`config.mk`:
```
export PLATFORM = sky130hd
export DESIGN_NAME = mem_sync_rw
export DESIGN_NICKNAME = d
export VERILOG_FILES = /design/src/rtl/mem_pkg.sv /design/src/rtl/mem_array_sp.sv /design/src/rtl/mem_sync_rw.sv
export SDC_FILE = /design/constraint.sdc
export NUM_CORES = 2
export LEC_CHECK = 0
export CORE_UTILIZATION = 40
export DETAILED_ROUTE_END_ITERATION = 16
export PLACE_DENSITY = 0.64
export SYNTH_ARGS = -nofsm -noshare
export SYNTH_HDL_FRONTEND = slang
export SYNTH_SLANG_ARGS = --single-unit
```
`constraint.sdc`:
```
create_clock -name clk -period 6.57 [get_ports clk]
set_clock_uncertainty 0.1 [all_clocks]
set_input_delay 0.657 -clock clk [delete_from_list [all_inputs] [get_ports clk]]
set_output_delay 0.657 -clock clk [all_outputs]
set_load 0.02 [all_outputs]
```
`src/rtl/mem_pkg.sv`:
```
// Shared types and helpers for the synchronous scratch memory (mem_sync_rw).
// Holds the FSM state type, the default geometry and the even-parity helper
// used when the design is built with MEM_PARITY_EN defined.
package mem_pkg;

    localparam int DEF_DATA_W   = 8;
    localparam int DEF_ADDR_W   = 8;
    localparam int DEF_DEPTH    = 256;

    // Widest word the parity helper covers; callers zero-extend narrower data.
    localparam int PARITY_MAX_W = 64;

    typedef enum logic {
        CLEAR = 1'b0,
        READY = 1'b1
    } state_t;

    // Even-parity bit: makes the total count of ones, parity bit included, even.
    // Zero-extension does not change the result, so any DATA_W up to
    // PARITY_MAX_W can share this one function.
    function automatic logic even_parity(input logic [PARITY_MAX_W-1:0] data);
        return ^data;
    endfunction

endpackage

```
`src/rtl/mem_array_sp.sv`:
```
// Single-port storage array for mem_sync_rw: one synchronous write port and a
// registered read port sharing a single address. The read register can be
// loaded with zero instead of array data for reads that fall outside the array.
module mem_array_sp #(
    parameter int WIDTH  = 8,
    parameter int ADDR_W = 8,
    parameter int DEPTH  = 256
) (
    input  logic              clk,
    input  logic              rst,
    input  logic [ADDR_W-1:0] addr,
    input  logic              wr,
    input  logic [WIDTH-1:0]  wdata,
    input  logic              rd,
    input  logic              rd_zero,
    output logic [WIDTH-1:0]  rdata
);

    logic [WIDTH-1:0] mem [DEPTH];

    // Synchronous write into the array.
    // NOTE: the array itself has no reset; the clear sweep zeroes it after reset,
    // which keeps the storage mappable onto plain RAM macros.
    always_ff @(posedge clk) begin
        if (wr) begin
            mem[addr] <= wdata;
        end
    end

    // Registered read: data for a read sampled at edge N is held from edge N on.
    always_ff @(posedge clk or posedge rst) begin
        if (rst) begin
            rdata <= '0;
        end else if (rd) begin
            rdata <= rd_zero ? '0 : mem[addr];
        end
    end

endmodule

```
`src/rtl/mem_sync_rw.sv`:
```
// Synchronous single-port scratch memory with 1-cycle registered read,
// read-valid strobe, post-reset clear sweep and sticky error flags.
// Build option: define MEM_PARITY_EN to store an even-parity bit per word and
// flag parity mismatches on rd_perr; without it rd_perr is tied low.
module mem_sync_rw
    import mem_pkg::*;
#(
    parameter int DATA_W = DEF_DATA_W,
    parameter int ADDR_W = DEF_ADDR_W,
    parameter int DEPTH  = DEF_DEPTH
) (
    input  logic              clk,
    input  logic              rst,
    output logic              ready,
    input  logic [ADDR_W-1:0] addr,
    input  logic              write_en,
    input  logic              read_en,
    input  logic [DATA_W-1:0] write_in,
    output logic [DATA_W-1:0] read_out,
    output logic              rd_valid,
    output logic              err_conflict,
    output logic              err_range,
    input  logic              err_clr,
    output logic              rd_perr
);

`ifdef MEM_PARITY_EN
    localparam int WORD_W = DATA_W + 1;
`else
    localparam int WORD_W = DATA_W;
`endif

    // One extra pointer bit so that DEPTH == 2**ADDR_W still has a reachable last index.
    localparam logic [ADDR_W:0] DEPTH_L  = (ADDR_W + 1)'(DEPTH);
    localparam logic [ADDR_W:0] LAST_PTR = DEPTH_L - 1'b1;

    state_t            state;
    state_t            next_state;
    logic              sweep;
    logic [ADDR_W:0]   ptr;

    logic              in_range;
    logic              conflict;
    logic              range_hit;
    logic              do_write;
    logic              do_read;

    logic [ADDR_W-1:0] arr_addr;
    logic              arr_wr;
    logic [WORD_W-1:0] arr_wdata;
    logic [WORD_W-1:0] arr_rdata;

    // FSM state register; reset always restarts the clear sweep.
    always_ff @(posedge clk or posedge rst) begin
        if (rst) begin
            state <= CLEAR;
        end else begin
            state <= next_state;
        end
    end

    // Next state: leave CLEAR after the edge that writes the last word.
    // NOTE: every always_comb output gets a default first so no path can infer a latch.
    always_comb begin
        next_state = state;
        case (state)
            CLEAR:   if (ptr == LAST_PTR) next_state = READY;
            READY:   next_state = READY;
            default: next_state = CLEAR;
        endcase
    end

    // FSM outputs: sweep writes while clearing, commands accepted once ready.
    always_comb begin
        ready = 1'b0;
        sweep = 1'b0;
        case (state)
            CLEAR:   sweep = 1'b1;
            READY:   ready = 1'b1;
            default: sweep = 1'b1;
        endcase
    end

    // Clear pointer walks the array once per sweep.
    always_ff @(posedge clk or posedge rst) begin
        if (rst) begin
            ptr <= '0;
        end else if (sweep) begin
            ptr <= ptr + 1'b1;
        end
    end

    // Command decode; everything is gated by ready so the sweep ignores commands.
    assign in_range  = {1'b0, addr} < DEPTH_L;
    assign conflict  = ready & read_en & write_en;
    assign range_hit = ready & (read_en | write_en) & ~in_range;
    assign do_write  = ready & write_en & ~read_en & in_range;
    assign do_read   = ready & read_en & ~write_en;

    assign arr_addr  = sweep ? ptr[ADDR_W-1:0] : addr;
    assign arr_wr    = sweep | do_write;

`ifdef MEM_PARITY_EN
    assign arr_wdata = sweep ? '0 : {even_parity(PARITY_MAX_W'(write_in)), write_in};
    assign read_out  = arr_rdata[DATA_W-1:0];
    assign rd_perr   = rd_valid &
                       (arr_rdata[DATA_W] ^ even_parity(PARITY_MAX_W'(arr_rdata[DATA_W-1:0])));
`else
    assign arr_wdata = sweep ? '0 : write_in;
    assign read_out  = arr_rdata;
    assign rd_perr   = 1'b0;
`endif

    mem_array_sp #(
        .WIDTH  (WORD_W),
        .ADDR_W (ADDR_W),
        .DEPTH  (DEPTH)
    ) u_array (
        .clk     (clk),
        .rst     (rst),
        .addr    (arr_addr),
        .wr      (arr_wr),
        .wdata   (arr_wdata),
        .rd      (do_read),
        .rd_zero (~in_range),
        .rdata   (arr_rdata)
    );

    // Read-valid strobe: one cycle per accepted read, aligned with read_out.
    always_ff @(posedge clk or posedge rst) begin
        if (rst) begin
            rd_valid <= 1'b0;
        end else begin
            rd_valid <= do_read;
        end
    end

    // Sticky error flags; a new error in the err_clr cycle wins over the clear.
    always_ff @(posedge clk or posedge rst) begin
        if (rst) begin
            err_conflict <= 1'b0;
            err_range    <= 1'b0;
        end else begin
            if (conflict) begin
                err_conflict <= 1'b1;
            end else if (err_clr) begin
                err_conflict <= 1'b0;
            end
            if (range_hit) begin
                err_range <= 1'b1;
            end else if (err_clr) begin
                err_range <= 1'b0;
            end
        end
    end

endmodule
```
==> impl_results.md <==
* Starting density of the core at 40.3%
* Clock transition at path regs at 60 ps
* Port bufs at 31
* Post-DP HPWL at 137 mm
* Synthesized area at 0.0808 mm²
* Worst stage delay on the critical path at 1050 ps
* DRT Pass-1 Iters at 14
* Seq/Total Area, Yosys at 76.8%
* Iter 0 DRT Violations at 6,367
* Int Pwr at 20.5 mW
* Lkg Pwr at 24.9 nW
* Hold_ws at 123 ps
* Final Setup Violations at 0
* Largest fanout on the critical path at 82
* Die H at 451 µm
* Final Max Slew Viols at 0
* Status: complete, but fails checks
* Count of different cell masters after synthesis at 75
* Min-Delay Path Class: in -> async
* Worst Setup End Kind: flop
* Fin crit period at 5100 ps
* Antenna Violating Nets Remaining at 0
* Cell count after placement at 7,306
* Fin crit share at 77.7%
* Post-CTS Resized at 0
* Die area at 0.204 mm²
* Worst path top cell family by delay: compound AO/OA/AOI/OAI gates
* I/O pin cnt at 34
* Design Power at 25.5 mW
* Pwr Density at 280 mW/mm²
* Buf/Inv on CP at 1
* Levels on crit path at 8
* Psw at 5.01 mW
* Vias after detailed routing at 45.3k
* Clk_lat worst skew at 850 ps
* Post-route cell area at 0.0909 mm²
* Setup TNS at 0 ps
* Initial antenna violation count at 14
* Layout cell share with drive strength beyond 1 at 13.1%
* CTS Sinks at 2,068
* Final Util at 45.4%
* Worst path slowest cell: o41ai_1
* RSZ-0062 raised after global routing: no
* Peak supply drop at 0.000282 V
* Fmax at 196 MHz
* Setup Buffers After CTS at 0
* Total Routing Usage GR at 22.0%
* Maximum number of pins on one net before global-route repair at 209
* Worst Setup Path Type: reg -> reg
* Area Overhead vs Synth at 12.5%
* Fin. Hold Viols at 0
* Row count at 164
* # fillers at 17.1k
* Placed instance area at 0.0845 mm²
* Syn avg cell area at 16.9 µm²
* DR vias/cell at 5.90
* CTS tree: done
* Nets at 4,877
* Crit path arrival time at 5700 ps
* Synth Instances at 4,770
* Worst-case reg-to-reg path depth at 8
* Worst rel slew slack at 7.46%
* Post-synth EDFFs at 2,048
* H-tree levels at 4
* Hold_buf cts at 0
* Number of global-route vias before repair at 43.6k
* Share of power burned in registers at 56.0%
* Predominant post-synthesis flop cell: edfxtp_1
* Routed WL per cell at 29.6 µm
* Max Cap Viol at 0
* Crit start category: flop
* Yosys reg bits at 2,068
* Placer Congestion at 0.887
* Switch share at 19.7%
* Worst slew pin tran at 1380 ps
* First-pass GRT wire length at 323 mm
* Core Region at 0.200 mm²
* Combinational Power Share at 0.1%
* Total CTS buffers at 202
* Worst Path Required at 7160 ps
* Die width at 451 µm
* Final worst setup slack at 1470 ps
* Grt ovf at 0
* Post-synthesis async set-or-reset flop share at 0.967%
* Yosys warning count at 0
* Pre-CTS setup slack at 1280 ps
* Drc violations at 2
* Crit-path cells: mux2_8 -> buf_12 -> mux2i_1 -> o22ai_1 -> o41ai_1 -> o21ai_0 -> nor4_1 -> a41oi_1
* CTS root buf: clkbuf_16
* Violated checks: design-rule violations
* Clk buf depth at 3
* Clock share of power at 43.9%
* Number of non-filler instances in the completed layout at 7,682
* Final WL at 228 mm
cell usage in the layout (no fill, tap or decap), types with 6 or more instances in the layout:
cell,Yosys,routed
nor2_1,292,290
o221ai_1,27,27
a211oi_1,36,35
edfxtp_1,2048,2048
or2_2,9,9
bufinv_16,0,11
buf_4,25,113
mux4_2,191,191
or4_1,10,10
o21ai_0,7,7
nor3_1,20,20
o41ai_1,8,7
nand3_1,157,155
a21oi_1,162,162
nand2_1,666,663
nor4_1,16,15
clkdlybuf4s50_1,0,31
dfrtp_1,20,19
inv_1,8,8
nand4_1,34,34
clkinv_1,0,54
clkbuf_16,0,202
a32oi_1,7,7
buf_12,1,28
o22ai_1,167,163
a311oi_1,46,46
a22oi_1,25,24
clkinv_2,0,27
clkinv_16,0,6
a221oi_1,7,7
and2_4,0,8
a31oi_1,37,37
a41oi_1,7,7
clkbuf_1,84,54
mux2i_1,354,352
and3_1,32,32
layout make-up:
type                            instances  area [µm²]  area share [%]
Antenna cell                            3        7.51         0.00826
Clock buffer                          261        5330            5.86
Clock inverter                        112        1010            1.11
Inverter                                9        33.8          0.0372
Multi-Input combinational cell       2401       17500            19.2
Sequential cell                      2068       62000            68.2
Tap cell                             2656        3320            3.66
Timing Repair Buffer                  172        1720            1.89
flip-flops by register name, summed over array words and instances (netlist names):
name	count
u_array.mem	2048
ptr	9
u_array.rdata	8
err_conflict	1
rd_valid	1
state	1
power by group through the flow:
stage	Clock (mW)	Sequential, mW	Combinational, mW
after global routing	11.7	14.3	0.0275
after global placement	0	14.6	0.0268
final	11.2	14.3	0.0268
after CTS	11.2	14.3	0.0271
after floorplan	0	14.6	0.00552
after detailed placement	0	14.6	0.0270
worst reg2reg max path, cell delays in order (launching register included):
cell	delay, ps
dfrtp_2	770
mux2_8	900
buf_12	470
mux2i_1	340
o22ai_1	160
o41ai_1	1050
o21ai_0	400
nor4_1	550
a41oi_1	210
final timing paths:
path / slack (ps) / endpoint / start
hold reg to reg: 390 / ptr[8]$_DFFE_PP0N_ / ptr[8]$_DFFE_PP0N_
min in group clk: 280 / err_conflict$_DFFE_PP0P_ / err_clr
max in group asynchronous: 5850 / u_array.rdata[6]$_DFFE_PP0P_ / rst
setup reg to reg: 1470 / u_array.rdata[0]$_DFFE_PP0P_ / state$_DFF_PP0_
hold / removal: 120 / rd_valid$_DFF_PP0_ / rst
setup / recovery: 1470 / u_array.rdata[0]$_DFFE_PP0P_ / state$_DFF_PP0_
cell usage after synthesis, types with 3 or more instances:
library cell	instances	share of area (%)
edfxtp_1	2048	76
nand2_1	666	3.1
mux2i_1	354	4.4
nor2_1	292	1.4
mux4_2	191	5.3
o22ai_1	167	1.3
a21oi_1	162	1.0
nand3_1	157	0.97
buf_2	146	0.90
clkbuf_1	84	0.39
a311oi_1	46	0.50
a31oi_1	37	0.29
a211oi_1	36	0.33
nand4_1	34	0.26
and3_1	32	0.25
o221ai_1	27	0.29
a22oi_1	25	0.23
buf_4	25	0.23
buf_1	24	0.11
dfrtp_1	20	0.62
nor3_1	20	0.12
nor4_1	16	0.12
buf_6	10	0.14
or4_1	10	0.093
or2_2	9	0.070
and2_1	8	0.062
inv_1	8	0.037
o41ai_1	8	0.087
a221oi_1	7	0.076
a32oi_1	7	0.076
a41oi_1	7	0.076
o21ai_0	7	0.043
and3b_1	5	0.054
nand2b_1	5	0.039
o2111ai_1	5	0.054
xnor2_1	5	0.054
a2111oi_0	4	0.043
mux2_2	3	0.042
nor2_2	3	0.023
o21ai_4	3	0.060
cells by family after synthesis:
kind of cell	share of synthesized area, %
multiplexers	9.87
other	0.00464
adder cells (fa/ha/maj)	0.0310
AO/OA/AOI/OAI	4.80
XOR/XNOR	0.0759
buffers and inverters	1.88
AND/OR/NAND/NOR	6.58
flip-flops	76.8
layer usage:
metal,global-route usage [%],share of wire [%],up-vias
li1,-,-,18938
met1,29.8,39,23335
met2,33.8,46,2497
met3,4.55,9.8,514
met4,10.8,5.2,16
met5,0,0.047,-
No activity file was read; power rests on OpenSTA's default activity.
